File: config.mk
export PLATFORM = sky130hd
export DESIGN_NAME = dual_rail_value_extract
export DESIGN_NICKNAME = d
export VERILOG_FILES = /design/src/rtl/dual_rail_value_extract.sv
export SDC_FILE = /design/constraint.sdc
export NUM_CORES = 1
export LEC_CHECK = 0
export BUFFER_PORTS_ARGS = -buffer_cell sky130_fd_sc_hd__buf_4
export CAP_MARGIN = 20
export CELL_PAD_IN_SITES_DETAIL_PLACEMENT = 0
export CELL_PAD_IN_SITES_GLOBAL_PLACEMENT = 2
export CORE_AREA = 3 3 41 43
export CTS_CLUSTER_DIAMETER = 80
export DETAILED_ROUTE_END_ITERATION = 8
export DIE_AREA = 0 0 44 46
export MAX_ROUTING_LAYER = met4
export PLACE_DENSITY = 0.74
export SLEW_MARGIN = 40
export SYNTH_ARGS = -nofsm -noshare
export SYNTH_HDL_FRONTEND = slang
export SYNTH_SLANG_ARGS = --single-unit
File: constraint.sdc
create_clock -name clk -period 1.52 [get_ports clk]
set_clock_uncertainty 0.1 [all_clocks]
set_input_delay 0.304 -clock clk [delete_from_list [all_inputs] [get_ports clk]]
set_output_delay 0.304 -clock clk [all_outputs]
set_load 0.05 [all_outputs]
File: src/rtl/dual_rail_value_extract.sv
// dual_rail_value_extract: dual-rail link receiver; decodes codewords to a valid/ready port and returns ack.
// ENC "TP" selects two-phase (transition per token); any other value selects four-phase return-to-zero.
// Define DR_EXTRACT_SYNC_EN to put a 2-flop synchroniser on every rail (adds 2 clk of latency).
module dual_rail_value_extract #(
    parameter ENC = "TP",
    parameter int WIDTH = 1
) (
    input  logic                   clk,
    input  logic                   rst,
    input  logic [WIDTH-1:0][1:0]  in,
    output logic                   ack,
    output logic [WIDTH-1:0]       data,
    output logic                   valid,
    input  logic                   ready,
    output logic                   err
);
    localparam int RAIL_NUM = 2;
    localparam bit TP = (ENC == "TP");

    typedef enum logic [1:0] {IDLE, HOLD, ACK} state_t;

    state_t                          state, state_nx;
    logic [WIDTH-1:0][RAIL_NUM-1:0]  r, t, ph, ph_nx;
    logic [WIDTH-1:0]                t1, t0, data_nx;
    logic                            ack_nx, valid_nx, err_nx;
    logic                            complete, illegal, spacer;

`ifdef DR_EXTRACT_SYNC_EN
    logic [WIDTH-1:0][RAIL_NUM-1:0]  s1, s2;
    // two-flop metastability guard on every rail
    always_ff @(posedge clk or negedge rst)
        if (!rst) begin
            s1 <= '0;
            s2 <= '0;
        end else begin
            s1 <= in;
            s2 <= s1;
        end
    assign r = s2;
`else
    assign r = in;
`endif

    // two-phase tokens are rail transitions relative to the last acknowledged rail levels
    assign t = TP ? (r ^ ph) : r;

    for (genvar i = 0; i < WIDTH; i++) begin : g_bit
        assign t1[i] = t[i][1];
        assign t0[i] = t[i][0];
    end

    assign complete = &(t1 ^ t0);
    assign illegal  = |(t1 & t0);
    assign spacer   = (r == '0);

    // handshake FSM: decode in IDLE, present in HOLD, acknowledge the link in ACK
    always_comb begin
        state_nx = state;
        ack_nx   = ack;
        data_nx  = data;
        valid_nx = valid;
        err_nx   = err;
        ph_nx    = ph;
        case (state)
            IDLE: begin
                if (illegal) begin
                    err_nx = 1'b1;
                end else if (complete) begin
                    data_nx  = t1;
                    valid_nx = 1'b1;
                    state_nx = HOLD;
                end
            end
            HOLD: begin
                if (ready) begin
                    valid_nx = 1'b0;
                    state_nx = ACK;
                    if (!TP) ack_nx = 1'b1;
                end
            end
            ACK: begin
                if (TP) begin
                    ph_nx    = r;
                    ack_nx   = ~ack;
                    state_nx = IDLE;
                end else begin
                    if (illegal) err_nx = 1'b1;
                    if (spacer) begin
                        ack_nx   = 1'b0;
                        state_nx = IDLE;
                    end
                end
            end
            default: state_nx = IDLE;
        endcase
    end

    // state and registered outputs
    always_ff @(posedge clk or negedge rst)
        if (!rst) begin
            state <= IDLE;
            ack   <= 1'b0;
            data  <= '0;
            valid <= 1'b0;
            err   <= 1'b0;
            ph    <= '0;
        end else begin
            state <= state_nx;
            ack   <= ack_nx;
            data  <= data_nx;
            valid <= valid_nx;
            err   <= err_nx;
            ph    <= ph_nx;
        end
endmodule
==> report_table.html, run 1 <==
<table>
<tr><th>Metric</th><th>Value</th></tr>
<tr><th colspan="2">Placed design</th></tr>
<tr><td>Placed instance count</td><td>52</td></tr>
<tr><td>Weighted congestion at the end of routability-driven global placement</td><td>0.757</td></tr>
<tr><td>Port-buffer cells</td><td>8</td></tr>
<tr><td>Cell Area, Placed</td><td>450 um2</td></tr>
<tr><th colspan="2">Floorplanning</th></tr>
<tr><td>Die Wd</td><td>44 um</td></tr>
<tr><td>Initial Util</td><td>26.9%</td></tr>
<tr><td>Placement row count</td><td>13</td></tr>
<tr><td>Die Y-Extent</td><td>46 um</td></tr>
<tr><td>Number of I/O pins</td><td>9</td></tr>
<tr><td>Std-Cell Core Area</td><td>1330 um2</td></tr>
<tr><td>Die ar.</td><td>2020 um2</td></tr>
<tr><th colspan="2">Detailed routing</th></tr>
<tr><td>Detailed router's first-iteration violation count</td><td>0</td></tr>
<tr><td>Number of nets with antenna violations after detailed routing</td><td>0</td></tr>
<tr><td>DRC viols</td><td>0</td></tr>
<tr><td>Detail-routed via count per cell</td><td>4.39</td></tr>
<tr><td>Routed WL</td><td>687 um</td></tr>
<tr><td>Via Count</td><td>250</td></tr>
<tr><td>Wirelength per Cell</td><td>12.1 um</td></tr>
<tr><td>Number of iterations in the first detailed-routing pass</td><td>1</td></tr>
<tr><th colspan="2">Critical path</th></tr>
<tr><td>Setup crit start</td><td>ph[1]</td></tr>
<tr><td>Data arrival time of the critical path</td><td>1.64 ns</td></tr>
<tr><td>Source of the worst register-to-register timing path</td><td>ph[1]</td></tr>
<tr><td>Sort of element at the start of the critical path</td><td>register</td></tr>
<tr><td>Required time at the endpoint of the critical path</td><td>1.58 ns</td></tr>
<tr><td>Minimum setup slack among reg-to-reg paths</td><td>-0.06 ns</td></tr>
<tr><td>Worst Path Class, Setup</td><td>register to register</td></tr>
<tr><td>Capture point of the worst reg-to-reg path</td><td>valid</td></tr>
<tr><td>Worst Path Max Fanout</td><td>3</td></tr>
<tr><td>End point of the critical path</td><td>valid</td></tr>
<tr><td>Depth of the most critical reg-to-reg path</td><td>4</td></tr>
<tr><td>Worst Setup End Kind</td><td>register</td></tr>
<tr><th colspan="2">Synth</th></tr>
<tr><td>Library cell with the highest instance count after synthesis</td><td>sky130_fd_sc_hd__dfrtp_1</td></tr>
<tr><td>Number of synthesized flops with an enable pin</td><td>0</td></tr>
<tr><td>Post-synth top flop</td><td>sky130_fd_sc_hd__dfrtp_1</td></tr>
<tr><td>Number of synthesis warnings</td><td>0</td></tr>
<tr><td>Fraction of synthesized cell area taken by the top area cell type</td><td>55.7%</td></tr>
<tr><td>Cells after Synth</td><td>28</td></tr>
<tr><td>Cell type with the highest aggregate area in the netlist</td><td>sky130_fd_sc_hd__dfrtp_1</td></tr>
<tr><td>Total standard cell area after synthesis</td><td>359 um2</td></tr>
<tr><td>Sequential area share after synthesis</td><td>55.7%</td></tr>
<tr><td>Nets in the synthesized netlist</td><td>34</td></tr>
<tr><td>Post-synthesis cell type count</td><td>16</td></tr>
<tr><td>Synthesized area per cell</td><td>12.8 um2</td></tr>
<tr><td>Cell types with the largest area share after synthesis</td><td>sky130_fd_sc_hd__dfrtp_1 56%, sky130_fd_sc_hd__mux2_2 9.4%, sky130_fd_sc_hd__xor2_1 7.3%, sky130_fd_sc_hd__ha_1 3.5%, sky130_fd_sc_hd__nand2b_1 3.5%</td></tr>
<tr><td>Share of async-settable or async-resettable flops after synthesis</td><td>100%</td></tr>
<tr><td>Yosys reg bits</td><td>8</td></tr>
<tr><td>Most frequent cells after synthesis</td><td>8 x sky130_fd_sc_hd__dfrtp_1, 3 x sky130_fd_sc_hd__mux2_2, 3 x sky130_fd_sc_hd__xor2_1</td></tr>
<tr><th colspan="2">Cells and area</th></tr>
<tr><td>Layout Area Growth over Synthesis</td><td>39.4%</td></tr>
<tr><td>Share of the core filled with cells</td><td>37.5%</td></tr>
<tr><td>Final non-filler cell total</td><td>57</td></tr>
<tr><td>Net total in the final layout</td><td>50</td></tr>
<tr><td>Proportion of layout cells with a drive suffix above 1</td><td>45.2%</td></tr>
<tr><td>Diode insertion count for antenna repair</td><td>0</td></tr>
<tr><td>Final instance area</td><td>500 um2</td></tr>
<tr><th colspan="2">Outcome</th></tr>
<tr><td>Result of the run</td><td>finished with violations</td></tr>
<tr><td>Failing checks</td><td>negative setup slack</td></tr>
<tr><th colspan="2">Clock network</th></tr>
<tr><td>CTS sink cnt</td><td>8</td></tr>
<tr><td>Clock-pin transition on the worst setup and hold timing paths</td><td>0.06 ns</td></tr>
<tr><td>Number of H-tree levels</td><td>1</td></tr>
<tr><td>Clock tree from TritonCTS</td><td>built</td></tr>
<tr><td>CTS Root Buffer Type</td><td>sky130_fd_sc_hd__clkbuf_4</td></tr>
<tr><td>Number of clock buffers inserted by TritonCTS</td><td>3</td></tr>
<tr><td>Insertion delay to the later sink of the worst-skew pair</td><td>0.25 ns</td></tr>
<tr><td>Max Buffers Root-to-Sink</td><td>2</td></tr>
<tr><th colspan="2">Timing</th></tr>
<tr><td>Final number of setup-violating endpoints</td><td>2</td></tr>
<tr><td>Final worst setup slack</td><td>-0.0611 ns</td></tr>
<tr><td>Ratio of final minimum period to clock period</td><td>104%</td></tr>
<tr><td>Count of final max-slew check failures</td><td>0</td></tr>
<tr><td>Final hold viol count</td><td>0</td></tr>
<tr><td>Setup repair after global routing missed its margin</td><td>yes</td></tr>
<tr><td>Slew of the pin with the lowest slew margin</td><td>0.243 ns</td></tr>
<tr><td>WHS</td><td>0.196 ns</td></tr>
<tr><td>Headroom to the max-slew limit</td><td>83.8%</td></tr>
<tr><td>Timing-limited maximum frequency</td><td>632 MHz</td></tr>
<tr><td>Final Critical Period</td><td>1.58 ns</td></tr>
<tr><th colspan="2">Worst hold path</th></tr>
<tr><td>Min-delay worst type</td><td>input port to register</td></tr>
<tr><td>Hold depth</td><td>2</td></tr>
<tr><th colspan="2">GRT</th></tr>
<tr><td>Pin count of the biggest net entering global routing</td><td>9</td></tr>
<tr><td>Number of global-route vias before repair</td><td>289</td></tr>
<tr><td>GRT Residual Overflow</td><td>0</td></tr>
<tr><td>Combined global-route utilization of all metal layers</td><td>8.47%</td></tr>
<tr><td>Antenna violations before repair</td><td>0</td></tr>
<tr><td>Wire length of the first global-routing pass</td><td>1.16 mm</td></tr>
<tr><th colspan="2">Flow run</th></tr>
<tr><td>Total of max-cap violations</td><td>0</td></tr>
<tr><th colspan="2">Power</th></tr>
<tr><td>Peak VDD IR</td><td>0.000886 V</td></tr>
<tr><td>Pwr dens</td><td>2250 nW/um2</td></tr>
<tr><td>Static Leak</td><td>0.239 nW</td></tr>
</table>
area by class of cell:
class | count | area, um2
multi-input combinational | 19 | 170
tap | 15 | 18.8
fill | 143 | 833
inverter | 1 | 3.75
clock buffer | 3 | 22.5
sequential | 8 | 200
timing repair buffer | 11 | 85.1
registers in the layout, indices dropped and copies added, names as in the netlist:
signal / count
ack: 1
err: 1
valid: 1
state: 2
ph: 2
data: 1
through the flow:
stage	total power [W]	setup WS [ns]	setup TNS, ns
floorplan	0.000743	0.00306	0
global placement	0.000882	-0.0977	-0.283
detailed placement	0.000898	-0.131	-0.350
CTS	0.00115	-0.0741	-0.147
global route	0.00121	-0.121	-0.280
finish	0.00113	-0.0611	-0.102
layer usage:
| layer | vias to the layer above | routed length [um] | GRT usage [%] |
|---|---|---|---|
| met3 | 2 | 43 | 2.77 |
| met4 | 0 | 15 | 7.23 |
| li1 | 125 | - | - |
| met1 | 115 | 319 | 8.85 |
| met2 | 8 | 309 | 12.8 |
| met5 | - | 0 | - |
cells in the final DEF (no fill, tap or decap), types with 2 or more instances in the layout:
| cell type | count |
|---|---|
| sky130_fd_sc_hd__nand2b_1 | 2 |
| sky130_fd_sc_hd__mux2_2 | 2 |
| sky130_fd_sc_hd__clkbuf_4 | 3 |
| sky130_fd_sc_hd__dfrtp_1 | 8 |
| sky130_fd_sc_hd__buf_4 | 10 |
| sky130_fd_sc_hd__xor2_1 | 3 |
power by group:
part	total, W	internal, W	switching (W)
sequential	0.000379	0.000299	0.0000792
combinational	0.000587	0.000308	0.000279
clock	0.000160	0.0000902	0.0000699
how the worst min path moves through the flow:
stage,startpoint,to,slack (ns)
2_1_floorplan,rst,ack,-0.09
3_3_place_gp,rst,valid,0.03
3_5_place_dp,rst,err,0.03
4_1_cts,in[1],ph[1],0.19
5_1_grt,in[1],ph[1],0.20
6_report,in[1],ph[1],0.20
kinds of logic (layout without fill, tap and decap cells):
logic type / Yosys count / in the layout / synth area share, %
muxes: 3 / 3 / 9.41
adders and majority gates: 1 / 1 / 3.48
buffers and inverters: 1 / 15 / 1.04
and+or+nand+nor: 9 / 9 / 17.4
AOI/OAI and AO/OA: 3 / 3 / 5.58
xor gates and xnor gates: 3 / 3 / 7.32
DFF: 8 / 8 / 55.7
worst max-delay path: stages (launching register included):
cell,delay (ns)
sky130_fd_sc_hd__dfrtp_1,0.38
sky130_fd_sc_hd__xor2_1,0.16
sky130_fd_sc_hd__ha_1,0.31
sky130_fd_sc_hd__or4b_1,0.45
sky130_fd_sc_hd__o211ai_1,0.10
repair_timing:
item,in CTS,in global routing
endpoints found under the setup margin,3,3
pin swaps,3,1
hold buffers,1,0
hold endpoints to repair,8,0
gates resized for setup,3,0
setup buffers,1,0
No activity file was read; power rests on OpenSTA's default activity.
==> inputs of run 2 (changes only) <==
--- a/config.mk
+++ b/config.mk
@@ -5,7 +5,7 @@
 export SDC_FILE = /design/constraint.sdc
 export NUM_CORES = 1
 export LEC_CHECK = 0
-export BUFFER_PORTS_ARGS = -buffer_cell sky130_fd_sc_hd__buf_4
+export BUFFER_PORTS_ARGS = -buffer_cell sky130_fd_sc_hd__buf_2
 export CAP_MARGIN = 20
 export CELL_PAD_IN_SITES_DETAIL_PLACEMENT = 0
 export CELL_PAD_IN_SITES_GLOBAL_PLACEMENT = 2
==> run 2 against run 1 <==
Net effect: the flow still finishes with violations (negative setup slack); non-clock buffer count unchanged; global-route usage is 0.67 points lower; critical path depth did not move; critical endpoint is now data; largest power group unchanged.
==> report_table.html, run 2 (synthesized netlist as in run 1, its figures left out) <==
<table>
<tr><th>Metric</th><th>Value</th></tr>
<tr><th colspan="2">GRT</th></tr>
<tr><td>Pin count of the biggest net entering global routing</td><td>9</td></tr>
<tr><td>Combined global-route utilization of all metal layers</td><td>7.80%</td></tr>
<tr><td>Number of global-route vias before repair</td><td>246</td></tr>
<tr><td>Wire length of the first global-routing pass</td><td>1.08 mm</td></tr>
<tr><td>GRT Residual Overflow</td><td>0</td></tr>
<tr><td>Antenna violations before repair</td><td>0</td></tr>
<tr><th colspan="2">Cells and area</th></tr>
<tr><td>Net total in the final layout</td><td>50</td></tr>
<tr><td>Share of the core filled with cells</td><td>36.0%</td></tr>
<tr><td>Layout Area Growth over Synthesis</td><td>33.8%</td></tr>
<tr><td>Final instance area</td><td>480 um2</td></tr>
<tr><td>Diode insertion count for antenna repair</td><td>0</td></tr>
<tr><td>Registers with the highest flip-flop counts</td><td>ph x2, state x2</td></tr>
<tr><td>Proportion of layout cells with a drive suffix above 1</td><td>45.2%</td></tr>
<tr><td>Top library cells by usage in the layout, fill and taps aside</td><td>8 x sky130_fd_sc_hd__dfrtp_1, 8 x sky130_fd_sc_hd__buf_2, 3 x sky130_fd_sc_hd__xor2_1, 3 x sky130_fd_sc_hd__clkbuf_4</td></tr>
<tr><th colspan="2">Detailed routing</th></tr>
<tr><td>Wirelength per Cell</td><td>11.5 um</td></tr>
<tr><td>Routed WL</td><td>657 um</td></tr>
<tr><td>Detail-routed via count per cell</td><td>4.42</td></tr>
<tr><td>Number of nets with antenna violations after detailed routing</td><td>0</td></tr>
<tr><td>Via Count</td><td>252</td></tr>
<tr><td>Number of iterations in the first detailed-routing pass</td><td>5</td></tr>
<tr><td>Detailed router's first-iteration violation count</td><td>2</td></tr>
<tr><td>DRC viols</td><td>0</td></tr>
<tr><th colspan="2">Timing</th></tr>
<tr><td>Final number of setup-violating endpoints</td><td>2</td></tr>
<tr><td>Ratio of final minimum period to clock period</td><td>102%</td></tr>
<tr><td>Timing-limited maximum frequency</td><td>645 MHz</td></tr>
<tr><td>Final Critical Period</td><td>1.55 ns</td></tr>
<tr><td>WHS</td><td>0.211 ns</td></tr>
<tr><td>Count of final max-slew check failures</td><td>0</td></tr>
<tr><td>Setup repair after global routing missed its margin</td><td>yes</td></tr>
<tr><td>Slew of the pin with the lowest slew margin</td><td>0.243 ns</td></tr>
<tr><td>Final worst setup slack</td><td>-0.0311 ns</td></tr>
<tr><td>Headroom to the max-slew limit</td><td>83.8%</td></tr>
<tr><td>Final hold viol count</td><td>0</td></tr>
<tr><th colspan="2">Critical path</th></tr>
<tr><td>Worst Path Class, Setup</td><td>register to register</td></tr>
<tr><td>Sort of element at the start of the critical path</td><td>register</td></tr>
<tr><td>Worst Path Max Fanout</td><td>3</td></tr>
<tr><td>Data arrival time of the critical path</td><td>1.59 ns</td></tr>
<tr><td>Critical path buffers and inverters</td><td>0</td></tr>
<tr><td>Worst-path cell chain</td><td>xor2_1 &gt; ha_1 &gt; nor3b_2 &gt; mux2_4</td></tr>
<tr><td>Slowest Stage Delay on Critical Path</td><td>0.38 ns</td></tr>
<tr><td>Worst Setup End Kind</td><td>register</td></tr>
<tr><td>Slowest cell on the critical path</td><td>sky130_fd_sc_hd__dfrtp_1</td></tr>
<tr><td>Setup crit start</td><td>ph[1]</td></tr>
<tr><td>Source of the worst register-to-register timing path</td><td>ph[1]</td></tr>
<tr><td>CP top delay family</td><td>flip-flops</td></tr>
<tr><td>Required time at the endpoint of the critical path</td><td>1.55 ns</td></tr>
<tr><th colspan="2">Outcome</th></tr>
<tr><td>Result of the run</td><td>finished with violations</td></tr>
<tr><td>Failing checks</td><td>negative setup slack</td></tr>
<tr><th colspan="2">Clock network</th></tr>
<tr><td>CTS sink cnt</td><td>8</td></tr>
<tr><td>Clock-pin transition on the worst setup and hold timing paths</td><td>0.06 ns</td></tr>
<tr><td>Insertion delay to the later sink of the worst-skew pair</td><td>0.25 ns</td></tr>
<tr><td>CTS Root Buffer Type</td><td>sky130_fd_sc_hd__clkbuf_4</td></tr>
<tr><td>Clock tree from TritonCTS</td><td>built</td></tr>
<tr><td>Number of clock buffers inserted by TritonCTS</td><td>3</td></tr>
<tr><td>Number of H-tree levels</td><td>1</td></tr>
<tr><td>Max Buffers Root-to-Sink</td><td>2</td></tr>
<tr><th colspan="2">Flow run</th></tr>
<tr><td>Total of max-cap violations</td><td>0</td></tr>
<tr><th colspan="2">Floorplanning</th></tr>
<tr><td>Initial Util</td><td>26.9%</td></tr>
<tr><td>Std-Cell Core Area</td><td>1330 um2</td></tr>
<tr><td>Number of I/O pins</td><td>9</td></tr>
<tr><td>Die ar.</td><td>2020 um2</td></tr>
<tr><td>Die Wd</td><td>44 um</td></tr>
<tr><td>Placement row count</td><td>13</td></tr>
<tr><td>Die Y-Extent</td><td>46 um</td></tr>
<tr><th colspan="2">Placed design</th></tr>
<tr><td>Weighted congestion at the end of routability-driven global placement</td><td>0.690</td></tr>
<tr><td>Cell Area, Placed</td><td>430 um2</td></tr>
<tr><td>Post-place setup slack</td><td>-0.0990 ns</td></tr>
<tr><td>Port-buffer cells</td><td>8</td></tr>
<tr><th colspan="2">Power</th></tr>
<tr><td>Peak VDD IR</td><td>0.000675 V</td></tr>
<tr><td>Power Total</td><td>0.00109 W</td></tr>
<tr><td>Static Leak</td><td>0.230 nW</td></tr>
<tr><td>Pwr dens</td><td>2270 nW/um2</td></tr>
<tr><th colspan="2">Worst hold path</th></tr>
<tr><td>Min-delay worst type</td><td>input port to register</td></tr>
<tr><td>Hold Path Origin</td><td>in[1]</td></tr>
</table>
## run 2: cell counts in the layout (fill, tap and decap cells not counted)
Identical to the previous run, type by type.
## run 2: final timing paths
kind,endpoint,slack (ns),cells after the start
setup / recovery,data,-0.03,4
hold / removal,ph[1],0.21,2
setup reg to reg,data,-0.03,4
hold reg to reg,err,0.35,1
max in group asynchronous,ack,0.82,2
min in group asynchronous,state[0],0.33,2
## run 2: what timing repair did
action                                 4_1_cts  5_1_grt
hold buffers                                 1        0
gates resized for setup                      2        1
setup endpoints to repair                    3        3
pin swaps                                    2        0
endpoints found under the hold margin        8        0
setup buffers                                1        0
## run 2: power breakdown
group	internal (W)	switching, W	total [W]
Sequential	0.000299	0.0000725	0.000372
Combinational	0.000282	0.000276	0.000558
Clock	0.0000903	0.0000709	0.000161
## run 2: final cells by class
cell class | count | area, um2
fillers | 136 | 853
flip-flops and latches | 8 | 200
multi-input cells | 19 | 170
repair buffers | 11 | 65.1
clock buffers | 3 | 22.5
well taps | 15 | 18.8
inverters | 1 | 3.75
## run 2: routing by layer
metal | GRT usage [%] | wire length, um
met3 | 3.16 | 44
met5 | - | 0
met4 | 5.42 | 0
met2 | 10.2 | 330
met1 | 9.59 | 283
## run 2: stage by stage
stage          std cells  TNS (ns)
3_5_place_dp          52    -0.282
5_1_grt               57    -0.273
4_1_cts               57   -0.0809
2_1_floorplan         28         0
3_3_place_gp          52    -0.257
6_report              57   -0.0453
